File: src/rtl/countdown_timer_if.sv
// Button pulses and display/status outputs of the mm:ss countdown timer.
// The master drives the three button pulses, the slave (the timer) drives the display word and flags.
interface countdown_timer_if;
    logic        btn_add_min;
    logic        btn_start_stop;
    logic        btn_clear;
    logic [15:0] min_sec;
    logic        running;
    logic        paused;
    logic        alarm;
    logic [2:0]  state;

    modport master (
        output btn_add_min, btn_start_stop, btn_clear,
        input  min_sec, running, paused, alarm, state
    );

    modport slave (
        input  btn_add_min, btn_start_stop, btn_clear,
        output min_sec, running, paused, alarm, state
    );
endinterface

File: src/rtl/countdown_timer_ctrl.sv
// mm:ss countdown timer controller: minute/second registers, 1 Hz prescaler, self-terminating alarm.
//
// state | meaning
// IDLE  | time is 00:00, waiting for the first add-minute
// SET   | minutes being entered, count not started
// RUN   | counting down one second per prescaler tick
// PAUSE | count frozen, prescaler phase held for resume
// ALARM | count reached 00:00, alarm held for ALARM_SEC seconds
module countdown_timer_ctrl #(
    parameter int TICKS_PER_SEC = 50000000,
    parameter int MAX_MIN       = 99,
    parameter int ALARM_SEC     = 5
) (
    input  logic               clk,
    input  logic               rst,
    countdown_timer_if.slave   bus
);

    localparam int PW = (TICKS_PER_SEC > 2) ? $clog2(TICKS_PER_SEC) : 1;
    localparam int AW = $clog2(ALARM_SEC + 1);
    localparam logic [PW-1:0] PRESC_LAST = PW'(TICKS_PER_SEC - 1);
    localparam logic [6:0]    MAX_MIN_V  = 7'(MAX_MIN);
    localparam logic [AW-1:0] ALARM_V    = AW'(ALARM_SEC);

    typedef enum logic [2:0] {
        S_IDLE  = 3'd0,
        S_SET   = 3'd1,
        S_RUN   = 3'd2,
        S_PAUSE = 3'd3,
        S_ALARM = 3'd4
    } state_t;

    state_t        state_q, state_d;
    logic [6:0]    min_q, min_d;
    logic [5:0]    sec_q, sec_d;
    logic [PW-1:0] presc_q, presc_d;
    logic [AW-1:0] acnt_q, acnt_d;
    logic          tick;

    function automatic logic [6:0] sat_inc(input logic [6:0] m);
        return (m >= MAX_MIN_V) ? MAX_MIN_V : m + 7'd1;
    endfunction

    // State and datapath registers
    always_ff @(posedge clk) begin
        if (rst) begin
            state_q <= S_IDLE;
            min_q   <= '0;
            sec_q   <= '0;
            presc_q <= '0;
            acnt_q  <= '0;
        end else begin
            state_q <= state_d;
            min_q   <= min_d;
            sec_q   <= sec_d;
            presc_q <= presc_d;
            acnt_q  <= acnt_d;
        end
    end

    // Next-state and datapath update; clear dominates, then start/stop, then add-minute
    always_comb begin
        state_d = state_q;
        min_d   = min_q;
        sec_d   = sec_q;
        presc_d = presc_q;
        acnt_d  = acnt_q;
        tick    = (presc_q == PRESC_LAST);
        if (bus.btn_clear) begin
            state_d = S_IDLE;
            min_d   = '0;
            sec_d   = '0;
            presc_d = '0;
            acnt_d  = '0;
        end else begin
            case (state_q)
                S_IDLE: begin
                    if (!bus.btn_start_stop && bus.btn_add_min) begin
                        min_d   = 7'd1;
                        state_d = S_SET;
                    end
                end
                S_SET: begin
                    if (bus.btn_start_stop) begin
                        state_d = S_RUN;
                        presc_d = '0;
                    end else if (bus.btn_add_min) begin
                        min_d = sat_inc(min_q);
                    end
                end
                S_RUN: begin
                    if (bus.btn_start_stop) begin
                        state_d = S_PAUSE;
                    end else begin
                        presc_d = tick ? '0 : presc_q + PW'(1);
                        if (tick) begin
                            if (sec_q != 6'd0) begin
                                sec_d = sec_q - 6'd1;
                            end else if (min_q != 7'd0) begin
                                sec_d = 6'd59;
                                min_d = min_q - 7'd1;
                            end
                        end
                        // add-minute saturates after any borrow on the same edge
                        if (bus.btn_add_min) begin
                            min_d = sat_inc(min_d);
                        end
                        if (min_d == 7'd0 && sec_d == 6'd0) begin
                            state_d = S_ALARM;
                            presc_d = '0;
                            acnt_d  = '0;
                        end
                    end
                end
                S_PAUSE: begin
                    if (bus.btn_start_stop) begin
                        state_d = S_RUN;
                    end else if (bus.btn_add_min) begin
                        min_d = sat_inc(min_q);
                    end
                end
                S_ALARM: begin
                    if (bus.btn_start_stop) begin
                        state_d = S_IDLE;
                        presc_d = '0;
                        acnt_d  = '0;
                    end else begin
                        presc_d = tick ? '0 : presc_q + PW'(1);
                        if (tick) begin
                            if (acnt_q + AW'(1) == ALARM_V) begin
                                state_d = S_IDLE;
                                acnt_d  = '0;
                            end else begin
                                acnt_d = acnt_q + AW'(1);
                            end
                        end
                    end
                end
                default: begin
                    state_d = S_IDLE;
                    min_d   = '0;
                    sec_d   = '0;
                    presc_d = '0;
                    acnt_d  = '0;
                end
            endcase
        end
    end

    // Output decode: BCD display word and state flags straight from the registers
    always_comb begin
        bus.min_sec = {4'(min_q / 7'd10), 4'(min_q % 7'd10),
                       4'(sec_q / 6'd10), 4'(sec_q % 6'd10)};
        bus.running = (state_q == S_RUN);
        bus.paused  = (state_q == S_PAUSE);
        bus.alarm   = (state_q == S_ALARM);
        bus.state   = state_q;
    end

endmodule

File: src/flat_wrapper.sv
// flat-port wrapper written by rule: the top's interface ports become plain ports
module countdown_timer_ctrl_flat 
#(
    parameter int TICKS_PER_SEC = 50000000,
    parameter int MAX_MIN       = 99,
    parameter int ALARM_SEC     = 5
)
  (clk, rst, bus_btn_add_min, bus_btn_start_stop, bus_btn_clear, bus_min_sec, bus_running, bus_paused, bus_alarm, bus_state);
  countdown_timer_if bus_i ();
  input  logic clk;
  input  logic rst;
  input wire logic [$bits(bus_i.btn_add_min)-1:0] bus_btn_add_min;
  input wire logic [$bits(bus_i.btn_start_stop)-1:0] bus_btn_start_stop;
  input wire logic [$bits(bus_i.btn_clear)-1:0] bus_btn_clear;
  output wire logic [$bits(bus_i.min_sec)-1:0] bus_min_sec;
  output wire logic [$bits(bus_i.running)-1:0] bus_running;
  output wire logic [$bits(bus_i.paused)-1:0] bus_paused;
  output wire logic [$bits(bus_i.alarm)-1:0] bus_alarm;
  output wire logic [$bits(bus_i.state)-1:0] bus_state;
  assign bus_i.btn_add_min = bus_btn_add_min;
  assign bus_i.btn_start_stop = bus_btn_start_stop;
  assign bus_i.btn_clear = bus_btn_clear;
  assign bus_min_sec = bus_i.min_sec;
  assign bus_running = bus_i.running;
  assign bus_paused = bus_i.paused;
  assign bus_alarm = bus_i.alarm;
  assign bus_state = bus_i.state;
  countdown_timer_ctrl #(.TICKS_PER_SEC(TICKS_PER_SEC), .MAX_MIN(MAX_MIN), .ALARM_SEC(ALARM_SEC)) u_core (.clk(clk), .rst(rst), .bus(bus_i));
endmodule
File: config.mk
export PLATFORM = sky130hd
export DESIGN_NAME = countdown_timer_ctrl_flat
export DESIGN_NICKNAME = d
export VERILOG_FILES = /design/src/rtl/countdown_timer_if.sv /design/src/rtl/countdown_timer_ctrl.sv /design/src/flat_wrapper.sv
export SDC_FILE = /design/constraint.sdc
export NUM_CORES = 1
export LEC_CHECK = 0
export CORE_MARGIN = 2
export CORE_UTILIZATION = 61
export DETAILED_ROUTE_END_ITERATION = 12
export GPL_ROUTABILITY_DRIVEN = 0
export HOLD_SLACK_MARGIN = 0.15
export MAX_ROUTING_LAYER = met4
export PLACE_DENSITY = 0.87
export RECOVER_POWER = 50
export SLEW_MARGIN = 20
export SYNTH_ARGS = -nofsm -noshare
export SYNTH_HDL_FRONTEND = slang
export SYNTH_SLANG_ARGS = --single-unit
File: constraint.sdc
create_clock -name clk -period 6.1 [get_ports clk]
set_clock_uncertainty 0.15 [all_clocks]
set_input_delay 1.22 -clock clk [delete_from_list [all_inputs] [get_ports clk]]
set_output_delay 1.22 -clock clk [all_outputs]
set_load 0.02 [all_outputs]
==> results.toml, run 1 <==
[sta]
setup_tns_ns = 0
fmax_ghz = 0.177
hold_ws_ns = 0.334
tightest_slew_ns = 1.04
slew_headroom_pct = 30.3
finalHoldViolations = 0
finalCritPeriodShare_pct = 92.4
report.final.slew_viol_count = 0
fin_crit_ns = 5.64
setup_viol_count_final = 0
grt_setup_unrepaired = "no"

[cts]
cts_tree = "built"
clkLatencyLatePin_ns = 0.30
cts_setup_buffers = 0
clockBufferDepth = 2
cts.reportedPaths.clkPinSlew_ns = 0.08
numCtsBuffers = 5
ctsResizeCount = 0
holdBufCountCts = 0
numClockSinks = 45
root_buffer = "clkbuf_8"
cts_max_level = 2

[routing]
viasPerCell = 6.67
avgRoutedWirePerCell_um = 16.6
routed_wl_mm = 10.9
drt_first_iter_violations = 470
vias = 4396
drc = 0
dr.pass1.iters = 5
ant_nets = 0

[setup_path]
crit_arrival_ns = 4.27
rrSetupSlack_ns = 0.77
crit_fanout = 22
critPathCaptureType = "output port"
path_class = "reg2out"
worstPathRequired_ns = 4.73
cp-start-kind = "flip-flop"

[floorplan]
fp.dieH_um = 87.3
die_w_um = 87.3
coreArea_sq_um = 6760
initial_core_util_pct = 62.7
ios = 27
fp-row-count = 30
fp.dieArea_sq_um = 7630

[synthesis]
synth-edff-count = 0
yosys.area.top_type = "dfxtp_1"
ys_types = 83
yosys_warnings = 0
synth.avg_cell_area_sq_um = 7.36
syn_area_sq_um = 4240
ys_seq_elements = 45
synth.top_cells.by_area = "dfxtp_1 21%, nand2_1 8.0%, o221ai_2 6.0%"
yosysSeqAreaShare_pct = 21.3
synth_top_cell_area_share_pct = 21.3
synth_nets = 593
synthArstFlopShare_pct = 0
ys.flop_type = "dfxtp_1"
syn_inst = 576

[global_routing]
grt-ovfl-total = 0
grt_pass1_wl_mm = 18.2
track_usage_pct = 29.7
grt_pass1_vias = 3990
antenna_found_initial = 0
grt_max_degree = 27

[hold_path]
hold_path.class = "reg2reg"

[cells_and_area]
final_nets = 595
drive_above_1_share_pct = 9.67
diodes = 0
final_cell_mix = "90 x nand2_1, 65 x nor2_1, 45 x dfxtp_1"
final_common_cell = "nand2_1"
area_growth_pct = 6.53

[power]
peakVddDrop_mv = 0.140
powerDensity_nw_per_um2 = 128
total_leakage_power_nw = 1.64

[placed_design]
hpwlAfterDp_mm = 7.96
port_buffers = 25

[flow_run]
drv_cap = 0

[status]
status = "complete, no violations"
## cell usage after synthesis, types with 3 or more instances
| library cell | n |
|---|---|
| or3_1 | 5 |
| nor3_1 | 21 |
| and4_1 | 3 |
| o221ai_2 | 17 |
| a22oi_1 | 8 |
| o211ai_1 | 8 |
| and2_1 | 12 |
| nor2_1 | 66 |
| nor4_1 | 8 |
| inv_1 | 19 |
| nand2b_1 | 9 |
| o22ai_1 | 5 |
| a21oi_1 | 21 |
| xnor2_1 | 13 |
| or2_2 | 4 |
| ha_1 | 12 |
| o221ai_1 | 3 |
| a31oi_1 | 6 |
| o21ai_0 | 27 |
| mux2i_1 | 7 |
| clkbuf_1 | 15 |
| nand4_1 | 10 |
| nand3_1 | 22 |
| nor2b_1 | 20 |
| a211oi_1 | 4 |
| nand3b_1 | 3 |
| xor2_1 | 6 |
| nand2_1 | 90 |
| and3_1 | 6 |
| a21oi_2 | 4 |
| buf_4 | 7 |
| buf_2 | 5 |
| dfxtp_1 | 45 |
## power breakdown
| group | internal (W) | leakage (nW) | switching, W | total [W] |
|---|---|---|---|---|
| Clock | 0.000134 | 0.0585 | 0.000105 | 0.000239 |
| Combinational | 0.0000114 | 1.22 | 0.0000304 | 0.0000419 |
| Sequential | 0.000294 | 0.363 | 0.00000194 | 0.000296 |
| Total | 0.000439 | 1.64 | 0.000137 | 0.000577 |
## through the flow
stage | instances | setup slack (ns) | util, % | total power, W | cell area [sq um]
after floorplan | 576 | 1.57 | - | 0.000338 | 4240
after global placement | 651 | 1.10 | 65.2 | 0.000344 | 4410
after detailed placement | 651 | 0.945 | 65.2 | 0.000345 | 4410
after CTS | 659 | 0.612 | 66.9 | 0.000579 | 4520
after global routing | 659 | 0.246 | 66.8 | 0.000595 | 4510
final | 659 | 0.461 | 66.8 | 0.000577 | 4510
## final timing paths
path,start,end,cells after the start
max,u_core.min_q[6],bus_min_sec[9],11
min,u_core.presc_q[25],u_core.presc_q[25],2
max reg2reg,u_core.sec_q[1],u_core.presc_q[15],13
min reg2reg,u_core.presc_q[25],u_core.presc_q[25],2
## critical path, cell delays in order (launching register included)
cell and delay (ns):
dfxtp_1 0.85, nand2b_1 0.30, a32o_1 0.32, a21oi_1 0.21, xnor2_1 0.20, ha_1 0.23, a21boi_0 0.42, o32ai_1 0.17
a211oi_1 0.25, o21ai_1 0.19, xnor2_1 0.19, clkdlybuf4s50_1 0.63
## cell families after synthesis
| family | after synthesis | synth area share (%) |
|---|---|---|
| adders and majority gates | 12 | 3.54 |
| muxes | 9 | 2.19 |
| DFF | 45 | 21.3 |
| xor gates and xnor gates | 19 | 3.93 |
| and+or+nand+nor | 302 | 36.9 |
| other | 1 | 0.0885 |
| buffers and inverters | 52 | 6.53 |
| AOI/OAI and AO/OA | 136 | 25.6 |
## registers in the layout, summed over array words and instances (netlist names)
register / flops
u_core.bus.state: 3
u_core.acnt_q: 3
u_core.sec_q: 6
u_core.min_q: 7
u_core.presc_q: 26
## per-layer routing
| layer | up-vias | track usage [%] | wire (um) |
|---|---|---|---|
| met5 | - | - | 0 |
| li1 | 2105 | - | - |
| met4 | 0 | 12.6 | 308 |
| met3 | 34 | 3.51 | 793 |
| met1 | 2021 | 36.9 | 4580 |
| met2 | 236 | 48.5 | 5260 |
## layout make-up
| class | instances | area [sq um] |
|---|---|---|
| clock buffers | 7 | 86.3 |
| clock inverters | 1 | 30.0 |
| inverters | 19 | 71.3 |
| fillers | 571 | 2240 |
| well taps | 80 | 100 |
| flip-flops and latches | 45 | 901 |
| multi-input cells | 479 | 3050 |
| repair buffers | 28 | 273 |
Power figures use the tool's default switching activity.
==> inputs of run 2 (changes only) <==
- CELL_PAD_IN_SITES_DETAIL_PLACEMENT: unset -> 2
- CELL_PAD_IN_SITES_GLOBAL_PLACEMENT: unset -> 2
- CORE_UTILIZATION: 61 -> 36
- CTS_BUF_LIST: unset -> sky130_fd_sc_hd__clkbuf_8
==> results.toml, run 2 (synthesis results as in run 1) <==
[status]
status = "complete, no violations"

[floorplan]
fp.dieArea_sq_um = 12700
fp-row-count = 39
initial_core_util_pct = 36.9
ios = 27
die_w_um = 112
coreArea_sq_um = 11500
fp.dieH_um = 112

[global_routing]
grt_pass1_vias = 4868
antenna_found_initial = 0
grt_max_degree = 27
grt_pass1_wl_mm = 25.2
grt-ovfl-total = 0
track_usage_pct = 24.9

[routing]
viasPerCell = 6.05
routed_wl_mm = 15.0
vias = 4415
drt_first_iter_violations = 253
ant_nets = 0
dr.pass1.iters = 4
drc = 0
avgRoutedWirePerCell_um = 20.6

[sta]
setup_slack_ns = 0.352
finalCritPeriodShare_pct = 94.2
fmax_ghz = 0.174
fin_crit_ns = 5.75
finalHoldViolations = 0
setup_tns_ns = 0
slew_headroom_pct = 32.0
tightest_slew_ns = 1.01
report.final.slew_viol_count = 0
grt_setup_unrepaired = "no"
setup_viol_count_final = 0

[cells_and_area]
area_growth_pct = 8.98
final_common_cell = "nand2_1"
top_regs = "u_core.presc_q x26, u_core.min_q x7, u_core.sec_q x6"
multiInputGateArea_sq_um = 3050
final_nets = 603
diodes = 0
final_cell_mix = "90 x nand2_1, 65 x nor2_1, 45 x dfxtp_1"
regMostFlops = "u_core.presc_q"
seq_area_sq_um = 901
fillers = 1347
drive_above_1_share_pct = 10.7
largest_reg_flops = 26

[power]
powerDensity_nw_per_um2 = 116
peakVddDrop_mv = 0.0636
total_leakage_power_nw = 1.68

[cts]
numCtsBuffers = 5
cts_max_level = 2
clkLatencyLatePin_ns = 0.32
cts_setup_buffers = 0
ctsResizeCount = 0
cts_tree = "built"
numClockSinks = 45
holdBufCountCts = 0
cts.reportedPaths.clkPinSlew_ns = 0.09
clockBufferDepth = 2
root_buffer = "clkbuf_8"

[placed_design]
port_buffers = 25
dp_slack_ns = 0.746
hpwlAfterDp_mm = 11.5

[setup_path]
rrSetupSlack_ns = 0.71
crit_fanout = 19
crit_arrival_ns = 4.38
worstPathRequired_ns = 4.73
critPathCaptureType = "output port"
r2r_cells = 14
cp-start-kind = "flip-flop"
path_class = "reg2out"

[flow_run]
drv_cap = 0

[hold_path]
holdPathStages = 2
hold_path.class = "reg2reg"
==> run 2: layout make-up <==
cell class	count	share of cell area, %
multi-input cells	479	66.1
flip-flops and latches	45	19.5
repair buffers	36	7.21
well taps	143	3.88
inverters	19	1.54
clock buffers	5	1.49
clock inverters	3	0.298
==> run 2: final timing paths <==
path / from / to
setup reg to reg: u_core.sec_q[0] / u_core.presc_q[25]
hold / removal: u_core.acnt_q[1] / u_core.acnt_q[1]
setup / recovery: u_core.min_q[5] / bus_min_sec[10]
hold reg to reg: u_core.acnt_q[1] / u_core.acnt_q[1]
==> run 2: metal layers <==
layer,vias up,part of all wire [%],track usage [%]
li1,2113,-,-
met1,2214,44,29.9
met2,61,52,44.2
met3,27,2.2,2.32
met4,0,2.2,7.64
met5,-,0,-
==> run 2: through the flow <==
| stage | power, W | util (%) | instance area (sq um) | hold slack, ns | cells |
|---|---|---|---|---|---|
| after floorplan | 0.000338 | - | 4240 | 0.294 | 576 |
| after global placement | 0.000348 | 39.6 | 4550 | 0.319 | 722 |
| after detailed placement | 0.000350 | 39.6 | 4550 | 0.338 | 722 |
| after CTS | 0.000544 | 40.4 | 4630 | 0.352 | 730 |
| after global routing | 0.000558 | 40.3 | 4620 | 0.382 | 730 |
| final | 0.000535 | 40.3 | 4620 | 0.350 | 730 |
==> run 2: where the power goes <==
group,switching (W),total [W],internal (W)
clock network,0.000114,0.000192,0.0000781
logic,0.0000339,0.0000466,0.0000127
registers,0.00000140,0.000296,0.000294
==> run 2: critical path, cell delays in order, from the launching register on <==
cell,delay [ns]
dfxtp_1,0.81
nand2b_1,0.26
a32o_1,0.28
a21oi_1,0.27
xnor2_1,0.24
ha_1,0.25
a21boi_0,0.44
o32ai_1,0.18
a211oi_1,0.28
o21ai_1,0.20
mux2i_1,0.21
clkdlybuf4s50_1,0.62
